==> config.mk <==
export PLATFORM = sky130hd
export DESIGN_NAME = mem_port_arbiter_flat
export DESIGN_NICKNAME = d
export VERILOG_FILES = /design/src/rtl/mem_port_arbiter_if.sv /design/src/rtl/mem_port_arbiter.sv /design/src/flat_wrapper.sv
export SDC_FILE = /design/constraint.sdc
export NUM_CORES = 1
export LEC_CHECK = 0
export BUFFER_PORTS_ARGS = -buffer_cell sky130_fd_sc_hd__buf_4
export CORE_AREA = 2 2 107 109
export CTS_CLUSTER_SIZE = 40
export DETAILED_ROUTE_END_ITERATION = 16
export DIE_AREA = 0 0 109 111
export MAX_ROUTING_LAYER = met4
export PLACE_DENSITY = 0.85
export SETUP_SLACK_MARGIN = 0.15
export SLEW_MARGIN = 15
export SYNTH_ARGS = -nofsm -noshare
export SYNTH_HDL_FRONTEND = slang
export SYNTH_SLANG_ARGS = --single-unit
==> constraint.sdc <==
create_clock -name clock -period 3.1 [get_ports clock]
set_clock_uncertainty 0.1 [all_clocks]
set_input_delay 0.155 -clock clock [delete_from_list [all_inputs] [get_ports clock]]
set_output_delay 0.155 -clock clock [all_outputs]
set_load 0.03 [all_outputs]
==> src/rtl/mem_port_arbiter_if.sv <==
// Bundle of fetch, load/store and unified-memory signals shared by the arbiter and its environment.
// A request is held with its payload stable until the matching *_gnt is seen; rvalid follows a grant by one cycle.
interface mem_port_arbiter_if;
    logic        if_req;
    logic [31:0] if_addr;
    logic        if_gnt;
    logic        if_rvalid;
    logic [31:0] if_rdata;
    logic        if_err;

    logic        d_req;
    logic        d_we;
    logic [31:0] d_addr;
    logic [31:0] d_wdata;
    logic [1:0]  d_size;
    logic        d_unsigned;
    logic        d_gnt;
    logic        d_rvalid;
    logic [31:0] d_rdata;
    logic        d_err;

    logic [31:0] mem_address;
    logic [31:0] mem_data_in;
    logic [31:0] mem_data_out;
    logic        mem_read_write;
    logic [1:0]  mem_access_size;
    logic        mem_unsigned_access;

    modport slave (
        input  if_req, if_addr, d_req, d_we, d_addr, d_wdata, d_size, d_unsigned, mem_data_out,
        output if_gnt, if_rvalid, if_rdata, if_err, d_gnt, d_rvalid, d_rdata, d_err,
        output mem_address, mem_data_in, mem_read_write, mem_access_size, mem_unsigned_access
    );

    modport master (
        output if_req, if_addr, d_req, d_we, d_addr, d_wdata, d_size, d_unsigned, mem_data_out,
        input  if_gnt, if_rvalid, if_rdata, if_err, d_gnt, d_rvalid, d_rdata, d_err,
        input  mem_address, mem_data_in, mem_read_write, mem_access_size, mem_unsigned_access
    );
endinterface

==> src/rtl/mem_port_arbiter.sv <==
// Arbitrates the unified byte-addressed memory between instruction fetch and load/store,
// with a starvation counter that eventually lets fetch win and registered, fault-checked responses.
module mem_port_arbiter #(
    parameter int unsigned MEM_BYTES    = 64*1024*1024,
    parameter int unsigned STARVE_LIMIT = 4,
    localparam int         CW           = (STARVE_LIMIT > 0) ? $clog2(STARVE_LIMIT + 1) : 1
) (
    input  logic              clock,
    input  logic              reset,
    mem_port_arbiter_if.slave bus,
    output logic [CW-1:0]     starve_cnt
);

    localparam logic [32:0]   MEM_END = 33'(MEM_BYTES);
    localparam logic [CW-1:0] LIMIT   = CW'(STARVE_LIMIT);

    logic        if_err_c;
    logic        d_err_c;
    logic        if_pri;
    logic        if_gnt_c;
    logic        d_gnt_c;
    logic [32:0] if_end;
    logic [32:0] d_end;
    logic [32:0] d_bytes;
    logic        if_rvalid_q;
    logic        d_rvalid_q;

    // End addresses are computed one bit wider so accesses near 2^32 cannot wrap past the range check.
    always_comb begin
        if_end = {1'b0, bus.if_addr} + 33'd4;
        case (bus.d_size)
            2'b00:   d_bytes = 33'd1;
            2'b01:   d_bytes = 33'd2;
            default: d_bytes = 33'd4;
        endcase
        d_end = {1'b0, bus.d_addr} + d_bytes;

        if_err_c = (bus.if_addr[1:0] != 2'b00) || (if_end > MEM_END);
        d_err_c  = (bus.d_size == 2'b11)
                || ((bus.d_size == 2'b01) && bus.d_addr[0])
                || ((bus.d_size == 2'b10) && (bus.d_addr[1:0] != 2'b00))
                || (d_end > MEM_END);
    end

    always_comb begin
        if_pri   = (starve_cnt >= LIMIT);
        if_gnt_c = !reset && bus.if_req && (!bus.d_req || if_pri);
        d_gnt_c  = !reset && bus.d_req && !if_gnt_c;
    end

    assign bus.if_gnt = if_gnt_c;
    assign bus.d_gnt  = d_gnt_c;

    // Faulting or idle cycles park the memory on a harmless word read of address 0.
    always_comb begin
        bus.mem_address         = 32'h0;
        bus.mem_data_in         = 32'h0;
        bus.mem_read_write      = 1'b1;
        bus.mem_access_size     = 2'b10;
        bus.mem_unsigned_access = 1'b1;
        if (if_gnt_c && !if_err_c) begin
            bus.mem_address = bus.if_addr;
        end else if (d_gnt_c && !d_err_c) begin
            bus.mem_address         = bus.d_addr;
            bus.mem_data_in         = bus.d_wdata;
            bus.mem_read_write      = ~bus.d_we;
            bus.mem_access_size     = bus.d_size;
            bus.mem_unsigned_access = bus.d_unsigned;
        end
    end

    always_ff @(posedge clock) begin
        if (reset) begin
            if_rvalid_q  <= 1'b0;
            bus.if_err   <= 1'b0;
            bus.if_rdata <= 32'h0;
            d_rvalid_q   <= 1'b0;
            bus.d_err    <= 1'b0;
            bus.d_rdata  <= 32'h0;
        end else begin
            if_rvalid_q  <= if_gnt_c;
            bus.if_err   <= if_gnt_c && if_err_c;
            bus.if_rdata <= (if_gnt_c && !if_err_c) ? bus.mem_data_out : 32'h0;
            d_rvalid_q   <= d_gnt_c;
            bus.d_err    <= d_gnt_c && d_err_c;
            bus.d_rdata  <= (d_gnt_c && !d_err_c && !bus.d_we) ? bus.mem_data_out : 32'h0;
        end
    end

    // A response whose valid cycle coincides with reset is withdrawn immediately.
    assign bus.if_rvalid = if_rvalid_q && !reset;
    assign bus.d_rvalid  = d_rvalid_q && !reset;

    always_ff @(posedge clock) begin
        if (reset) begin
            starve_cnt <= '0;
        end else if (if_gnt_c || !bus.if_req) begin
            starve_cnt <= '0;
        end else if (starve_cnt != LIMIT) begin
            starve_cnt <= starve_cnt + 1'b1;
        end
    end

endmodule

==> src/flat_wrapper.sv <==
// flat-port wrapper written by rule: the top's interface ports become plain ports
module mem_port_arbiter_flat 
#(
    parameter int unsigned MEM_BYTES    = 64*1024*1024,
    parameter int unsigned STARVE_LIMIT = 4,
    localparam int         CW           = (STARVE_LIMIT > 0) ? $clog2(STARVE_LIMIT + 1) : 1
)
  (clock, reset, starve_cnt, bus_if_req, bus_if_addr, bus_d_req, bus_d_we, bus_d_addr, bus_d_wdata, bus_d_size, bus_d_unsigned, bus_mem_data_out, bus_if_gnt, bus_if_rvalid, bus_if_rdata, bus_if_err, bus_d_gnt, bus_d_rvalid, bus_d_rdata, bus_d_err, bus_mem_address, bus_mem_data_in, bus_mem_read_write, bus_mem_access_size, bus_mem_unsigned_access);
  mem_port_arbiter_if bus_i ();
  input  logic clock;
  input  logic reset;
  output logic [CW-1:0] starve_cnt;
  input wire logic [$bits(bus_i.if_req)-1:0] bus_if_req;
  input wire logic [$bits(bus_i.if_addr)-1:0] bus_if_addr;
  input wire logic [$bits(bus_i.d_req)-1:0] bus_d_req;
  input wire logic [$bits(bus_i.d_we)-1:0] bus_d_we;
  input wire logic [$bits(bus_i.d_addr)-1:0] bus_d_addr;
  input wire logic [$bits(bus_i.d_wdata)-1:0] bus_d_wdata;
  input wire logic [$bits(bus_i.d_size)-1:0] bus_d_size;
  input wire logic [$bits(bus_i.d_unsigned)-1:0] bus_d_unsigned;
  input wire logic [$bits(bus_i.mem_data_out)-1:0] bus_mem_data_out;
  output wire logic [$bits(bus_i.if_gnt)-1:0] bus_if_gnt;
  output wire logic [$bits(bus_i.if_rvalid)-1:0] bus_if_rvalid;
  output wire logic [$bits(bus_i.if_rdata)-1:0] bus_if_rdata;
  output wire logic [$bits(bus_i.if_err)-1:0] bus_if_err;
  output wire logic [$bits(bus_i.d_gnt)-1:0] bus_d_gnt;
  output wire logic [$bits(bus_i.d_rvalid)-1:0] bus_d_rvalid;
  output wire logic [$bits(bus_i.d_rdata)-1:0] bus_d_rdata;
  output wire logic [$bits(bus_i.d_err)-1:0] bus_d_err;
  output wire logic [$bits(bus_i.mem_address)-1:0] bus_mem_address;
  output wire logic [$bits(bus_i.mem_data_in)-1:0] bus_mem_data_in;
  output wire logic [$bits(bus_i.mem_read_write)-1:0] bus_mem_read_write;
  output wire logic [$bits(bus_i.mem_access_size)-1:0] bus_mem_access_size;
  output wire logic [$bits(bus_i.mem_unsigned_access)-1:0] bus_mem_unsigned_access;
  assign bus_i.if_req = bus_if_req;
  assign bus_i.if_addr = bus_if_addr;
  assign bus_i.d_req = bus_d_req;
  assign bus_i.d_we = bus_d_we;
  assign bus_i.d_addr = bus_d_addr;
  assign bus_i.d_wdata = bus_d_wdata;
  assign bus_i.d_size = bus_d_size;
  assign bus_i.d_unsigned = bus_d_unsigned;
  assign bus_i.mem_data_out = bus_mem_data_out;
  assign bus_if_gnt = bus_i.if_gnt;
  assign bus_if_rvalid = bus_i.if_rvalid;
  assign bus_if_rdata = bus_i.if_rdata;
  assign bus_if_err = bus_i.if_err;
  assign bus_d_gnt = bus_i.d_gnt;
  assign bus_d_rvalid = bus_i.d_rvalid;
  assign bus_d_rdata = bus_i.d_rdata;
  assign bus_d_err = bus_i.d_err;
  assign bus_mem_address = bus_i.mem_address;
  assign bus_mem_data_in = bus_i.mem_data_in;
  assign bus_mem_read_write = bus_i.mem_read_write;
  assign bus_mem_access_size = bus_i.mem_access_size;
  assign bus_mem_unsigned_access = bus_i.mem_unsigned_access;
  mem_port_arbiter #(.MEM_BYTES(MEM_BYTES), .STARVE_LIMIT(STARVE_LIMIT)) u_core (.clock(clock), .reset(reset), .bus(bus_i), .starve_cnt(starve_cnt));
endmodule
### Yosys cells after proc, flatten, opt, wreduce, memory -nomap -nowiden

Cells that the tools add are included.

* register bits: 71
* input bits: 136
* output and inout port bits: 141
* word-level logic and storage cells: 63

* add/sub/neg operators: 3
* $lt $le $gt $ge: 3
* eq/ne operators: 4
* mux-type cells: 11
* bitwise operators: 3
* reductions and logical operators: 32

Operators with widths (number)
* 2-to-1 mux 32 bit: 4
* greater-than comparator 33 x 27 -> 1 bit, second input constant: 2
* adder 32 x 3 -> 33 bit: 1
* adder 32 x 3 -> 33 bit, second input constant: 1
* logical AND 1 bit: 13
* zero test 1 bit: 7
* logical OR 1 bit: 6
* case mux 3 bit (2 select lines): 1
* OR reduction 2 bit: 3
* == test 2 bit, second input constant: 2
* 2-to-1 mux 1 bit: 4
* 2-to-1 mux 2 bit: 2
* nonzero test 2 bit: 2
* adder 3 x 1 -> 3 bit, second input constant: 1
* greater-or-equal comparator 3 bit, second input constant: 1
* != test 3 bit, second input constant: 1
* inverter 1 bit: 3
* == test 2 x 1 -> 1 bit, second input constant: 1
* zero test 2 bit: 1

### Longest topological paths before layout

* depth after elaboration: 10
* depth in mapped cells: 12
* depth with buffers taken out: 11

### Least setup slack after synthesis

OpenSTA, ideal clock, no wires.

* path type: input-to-output
* from: in bus_d_size[1]
* to: out bus_mem_access_size[0]
* arrival: 2946 ps
* data required time: 2845 ps
* setup slack: -101 ps
* cell stages on the path: 12
* path buffers: 1
* cell sequence: nor2_1 -> ha_1 -> fa_1 -> a21oi_1 -> nor2_1 -> a31o_2 -> a22oi_1 -> nand4_1 -> or4_4 -> a21boi_4 -> buf_6 -> and2_1

* cells in the longest elaborated chain, start to end: 9
* elaborated cells between the ends (all ways): 16
* those cells by class: add/sub (1); order compare (1); eq/ne (3); mux (3); reduce/logical (8)

Ends and longest elaborated chain
* from (decl): line flat_wrapper.sv:19 `input wire logic [$bits(bus_i.d_size)-1:0] bus_d_size;`
* == test 2 x 1 -> 1 bit or zero test 2 bit (tied branches): line mem_port_arbiter.sv:31, mem_port_arbiter.sv:40
* case mux 3 bit (2 select lines) or logical AND 1 bit (tied branches): line mem_port_arbiter.sv:31, mem_port_arbiter.sv:40
* adder 32 x 3 -> 33 bit or logical OR 1 bit (tied branches): line mem_port_arbiter.sv:36, mem_port_arbiter.sv:40
* greater-than comparator 33 x 27 -> 1 bit or logical OR 1 bit (tied branches): line mem_port_arbiter.sv:42, mem_port_arbiter.sv:41
* logical OR 1 bit (*): line mem_port_arbiter.sv:42 `|| (d_end > MEM_END);`
* zero test 1 bit (*): line mem_port_arbiter.sv:63 `end else if (d_gnt_c && !d_err_c) begin`
* logical AND 1 bit (*): line mem_port_arbiter.sv:63
* 2-to-1 mux 2 bit (*): line mem_port_arbiter.sv:63
* 2-to-1 mux 2 bit (*): line mem_port_arbiter.sv:61 `if (if_gnt_c && !if_err_c) begin`
* to (decl): line flat_wrapper.sv:33 `output wire logic [$bits(bus_i.mem_access_size)-1:0] bus_mem_access_size;`

Every way passes the cells marked *; elsewhere a longest branch is shown, timed or not.

### Worst setup path in the final report

* from: in bus_d_size[1]
* to: out bus_mem_data_in[7]

* cells in the longest elaborated chain, start to end: 9
* elaborated cells between the ends (all ways): 16
* those cells by class: add/sub (1); order compare (1); eq/ne (3); mux (3); reduce/logical (8)

Ends and longest elaborated chain
* == test 2 x 1 -> 1 bit or zero test 2 bit (tied branches): line mem_port_arbiter.sv:31, mem_port_arbiter.sv:40
* case mux 3 bit (2 select lines) or logical AND 1 bit (tied branches): line mem_port_arbiter.sv:31, mem_port_arbiter.sv:40
* adder 32 x 3 -> 33 bit or logical OR 1 bit (tied branches): line mem_port_arbiter.sv:36, mem_port_arbiter.sv:40
* greater-than comparator 33 x 27 -> 1 bit or logical OR 1 bit (tied branches): line mem_port_arbiter.sv:42, mem_port_arbiter.sv:41
* logical OR 1 bit (*): line mem_port_arbiter.sv:42
* zero test 1 bit (*): line mem_port_arbiter.sv:63
* logical AND 1 bit (*): line mem_port_arbiter.sv:63
* 2-to-1 mux 32 bit (*): line mem_port_arbiter.sv:63
* 2-to-1 mux 32 bit (*): line mem_port_arbiter.sv:61
* to (decl): line flat_wrapper.sv:31 `output wire logic [$bits(bus_i.mem_data_in)-1:0] bus_mem_data_in;`

Marked as above.

==> results.cfg <==
[finish]
syn_to_final_growth_pct = 97.4
fillers = 738
num-nets-final = 947
seq_area_mm2 = 0.00142
drive_above_1_share_pct = 54.9
instances_no_fill = 955
multi_input_area_mm2 = 0.00281

[timing]
setup_viol = 69
postLayoutSetupSlackWorst_ns = -0.250
holdWs_ns = 0.157
hold_violations = 0
rsz0062_at_grt = true
slew_headroom_pct = 58.8
max_freq_ghz = 0.298
period_share_pct = 108
fin_crit_ns = 3.35
worst_pin_slew_ns = 0.616
drv_slew = 0

[cts]
cts_buffers = 9
cts.sinks = 71
clk_path_buf_depth = 2
worstSkewPairLatency_ns = 0.33
cts_tree = done
clkTransAtPathRegs_ns = 0.06
h-tree-depth = 3
root_buffer = clkbuf_16

[critical_path]
crit_required_ns = 2.84
worstSetupStartpoint = bus_d_size[1]
cp.arrival_ns = 3.10
crit_path_cell_trace = buf_8, buf_6, ha_4, nand3_2, buf_4, a2111oi_0, a211oi_1, a21oi_1, nand4_1, or4_4, a21boi_4, buf_6, clkbuf_16, and2_4, buf_6
critical_path_class = input port to output port
cp_max_fo = 7
reg2reg_from = u_core.starve_cnt[2]
cp-start-kind = input port
path_buf_inv = 6
crit_path_frequent_cell = buf_6
ff2ff_setup_slack_ns = 0.37
cp_slowest_cell = or4_4
rr_worst_depth = 11
crit_family = compound AO/OA/AOI/OAI gates
crit_cells = 15
worstSetupEndpointType = output port
r2r_end = u_core.bus.d_rdata[18]
critPathMaxStageDelay_ns = 0.51
endpoint = bus_mem_data_in[7]

[job]
drv_cap = 0

[synthesis]
yosysTopAreaCellShare_pct = 34.7
synth-main-ff-cell = dfxtp_1
synthesis.area_mm2 = 0.00409
ys_warn_count = 0
synth_area_leaders = dfxtp_1 (35%), and2_1 (11%), and3b_1 (7.1%)
synth_top_cells_by_count = and2_1 (75), dfxtp_1 (71), and3b_1 (33), a22o_1 (23)
synth-edff-count = 0
syn-mean-instance-area_um2 = 8.98
ys_ff_latch = 71
synth_area_leader_cell = dfxtp_1
yosysUniqueCellTypes = 65
yosysMostFrequentCell = and2_1
synth-seq-area-share_pct = 34.7
synthCells = 456
async_flop_share_pct = 0

[routing]
wl_per_cell_um = 22.0
drt_iter0_drc = 382
ant_nets = 0
vias_per_cell = 5.55
drc = 0
dr.pass1.iters = 5
finalWirelength_um = 21000
dr_total_vias = 5301

[global_route]
grt_max_degree = 34
grt_pass1_vias = 5147
antenna_found_initial = 2
grt.overflow.total = 0
track_usage_pct = 31.9
grt_first_pass_wirelength_um = 28800

[power_and_ir_drop]
power.internal_w = 0.00195
p_sw_w = 0.000615
p_sw_share_pct = 24.0
seqPwrFrac_pct = 35.9
p_per_area_mw_per_mm2 = 317
share_comb_of_total_power_pct = 17.4
p_leak_nw = 3.86
peakVddDrop_v = 0.000499
pwr-share-clk_pct = 46.7

[die]
die_y_um = 111
coreArea_mm2 = 0.0111
die-area_mm2 = 0.0121
num_rows = 39
start_util_pct = 37.0
die_x_um = 109
ios = 277

[placement]
preCtsSetupSlack_ns = -0.320
io_buffers = 271
dp_hpwl_um = 12600
place_congestion = 0.934
dp.cells = 878

[outcome]
status = complete, but fails checks
violations = negative setup slack

[hold_path]
hp-class = input port to flop
## cell usage in the layout, fill, tap and decap left out, types with 4 or more instances in the layout
cell           netlist  layout
nor3b_1              5       5
a31oi_1              7       7
nand4_1             13      13
inv_1                8       8
nor2_1              19      16
nand3_1             19      18
xnor2_1              4       4
clkbuf_8             0       4
buf_4                7     243
nor3_1              13      13
and2_1              75      38
and3b_1             33      33
dfxtp_1             71      71
nor4_1               6       4
clkbuf_16            0      14
nor2b_1              6       5
and3_1              10       8
and2_4               0      37
nand2_1             19      18
conb_1               1       5
buf_6                7      76
a22o_2               0      17
a31o_2               4       4
and4_1               4       4
a21oi_1              8       7
dlygate4sd3_1        0      34
## logic make-up after synthesis
kind of cell | synth area share (%)
and+or+nand+nor | 38.0
AOI/OAI and AO/OA | 17.6
DFF | 34.7
buffers and inverters | 5.78
adders and majority gates | 2.02
xor gates and xnor gates | 1.28
muxes | 0.489
other | 0.0916
## flip-flops by register name (all words and copies together), names as in the netlist
| register | count |
|---|---|
| u_core.bus.d_rdata | 32 |
| u_core.bus.d_err | 1 |
| u_core.d_rvalid_q | 1 |
| u_core.starve_cnt | 3 |
| u_core.bus.if_err | 1 |
| u_core.bus.if_rdata | 32 |
| u_core.if_rvalid_q | 1 |
## stage by stage
| step | TNS, ns | util (%) | cell area (µm²) | power, W |
|---|---|---|---|---|
| after floorplan | 0 | - | 4260 | 0.00107 |
| after global placement | -21.31 | 59.2 | 6560 | 0.00129 |
| final | -13.47 | 73.0 | 8080 | 0.00256 |
| after CTS | -8.83 | 68.1 | 7540 | 0.00250 |
| after detailed placement | -23.36 | 59.2 | 6560 | 0.00130 |
| after global routing | -19.53 | 73.0 | 8080 | 0.00263 |
## area by class of cell
cell class | count | area share (%)
Multi-Input combinational cell | 350 | 34.7
Clock buffer | 14 | 3.51
Clock inverter | 2 | 0.743
Inverter | 8 | 0.372
Antenna cell | 2 | 0.0619
Sequential cell | 71 | 17.6
Timing Repair Buffer | 365 | 40.8
Tap cell | 143 | 2.21
## power by group through the flow
stage	sequential (W)	combinational [W]	clock (W)
5_1_grt	0.000918	0.000472	0.00124
4_1_cts	0.000918	0.000409	0.00117
3_3_place_gp	0.000937	0.000351	0
6_report	0.000918	0.000446	0.00120
3_5_place_dp	0.000937	0.000358	0
2_1_floorplan	0.000942	0.000131	0
## per-layer routing
layer / up-vias / routed length (µm) / track usage [%]
met3: 76 / 1750 / 7.41
met1: 2520 / 7450 / 33.8
met4: 0 / 949 / 14.0
met2: 319 / 10900 / 55.8
met5: - / 0 / -
li1: 2386 / - / -
## worst min-delay path by stage
stage / startpoint / endpoint / slack, ns / depth (start not counted)
floorplan: reset / u_core.if_rvalid_q / 0.13 / 1
finish: bus_if_addr[1] / u_core.bus.if_err / 0.16 / 4
detailed placement: reset / u_core.if_rvalid_q / 0.26 / 2
global route: bus_if_req / u_core.starve_cnt[0] / 0.16 / 3
CTS: bus_if_req / u_core.starve_cnt[1] / 0.14 / 3
global placement: reset / u_core.if_rvalid_q / 0.26 / 2
## worst register-to-register path: stages (launching register included)
cell,delay (ns)
dfxtp_1,0.34
nor2b_1,0.22
nor3b_1,0.13
or3b_2,0.57
nor2_2,0.19
a21boi_4,0.22
buf_6,0.16
buf_6,0.10
buf_6,0.11
buf_6,0.12
buf_8,0.12
and3b_1,0.27
## repair_timing
action,CTS,global route
pin swaps,3,32
hold endpoints to repair,64,0
buffers inserted,4,9
cloned,3,9
hold buffers,34,0
gates resized for setup,46,71
endpoints found under the setup margin,92,95
Power figures use the tool's default switching activity.
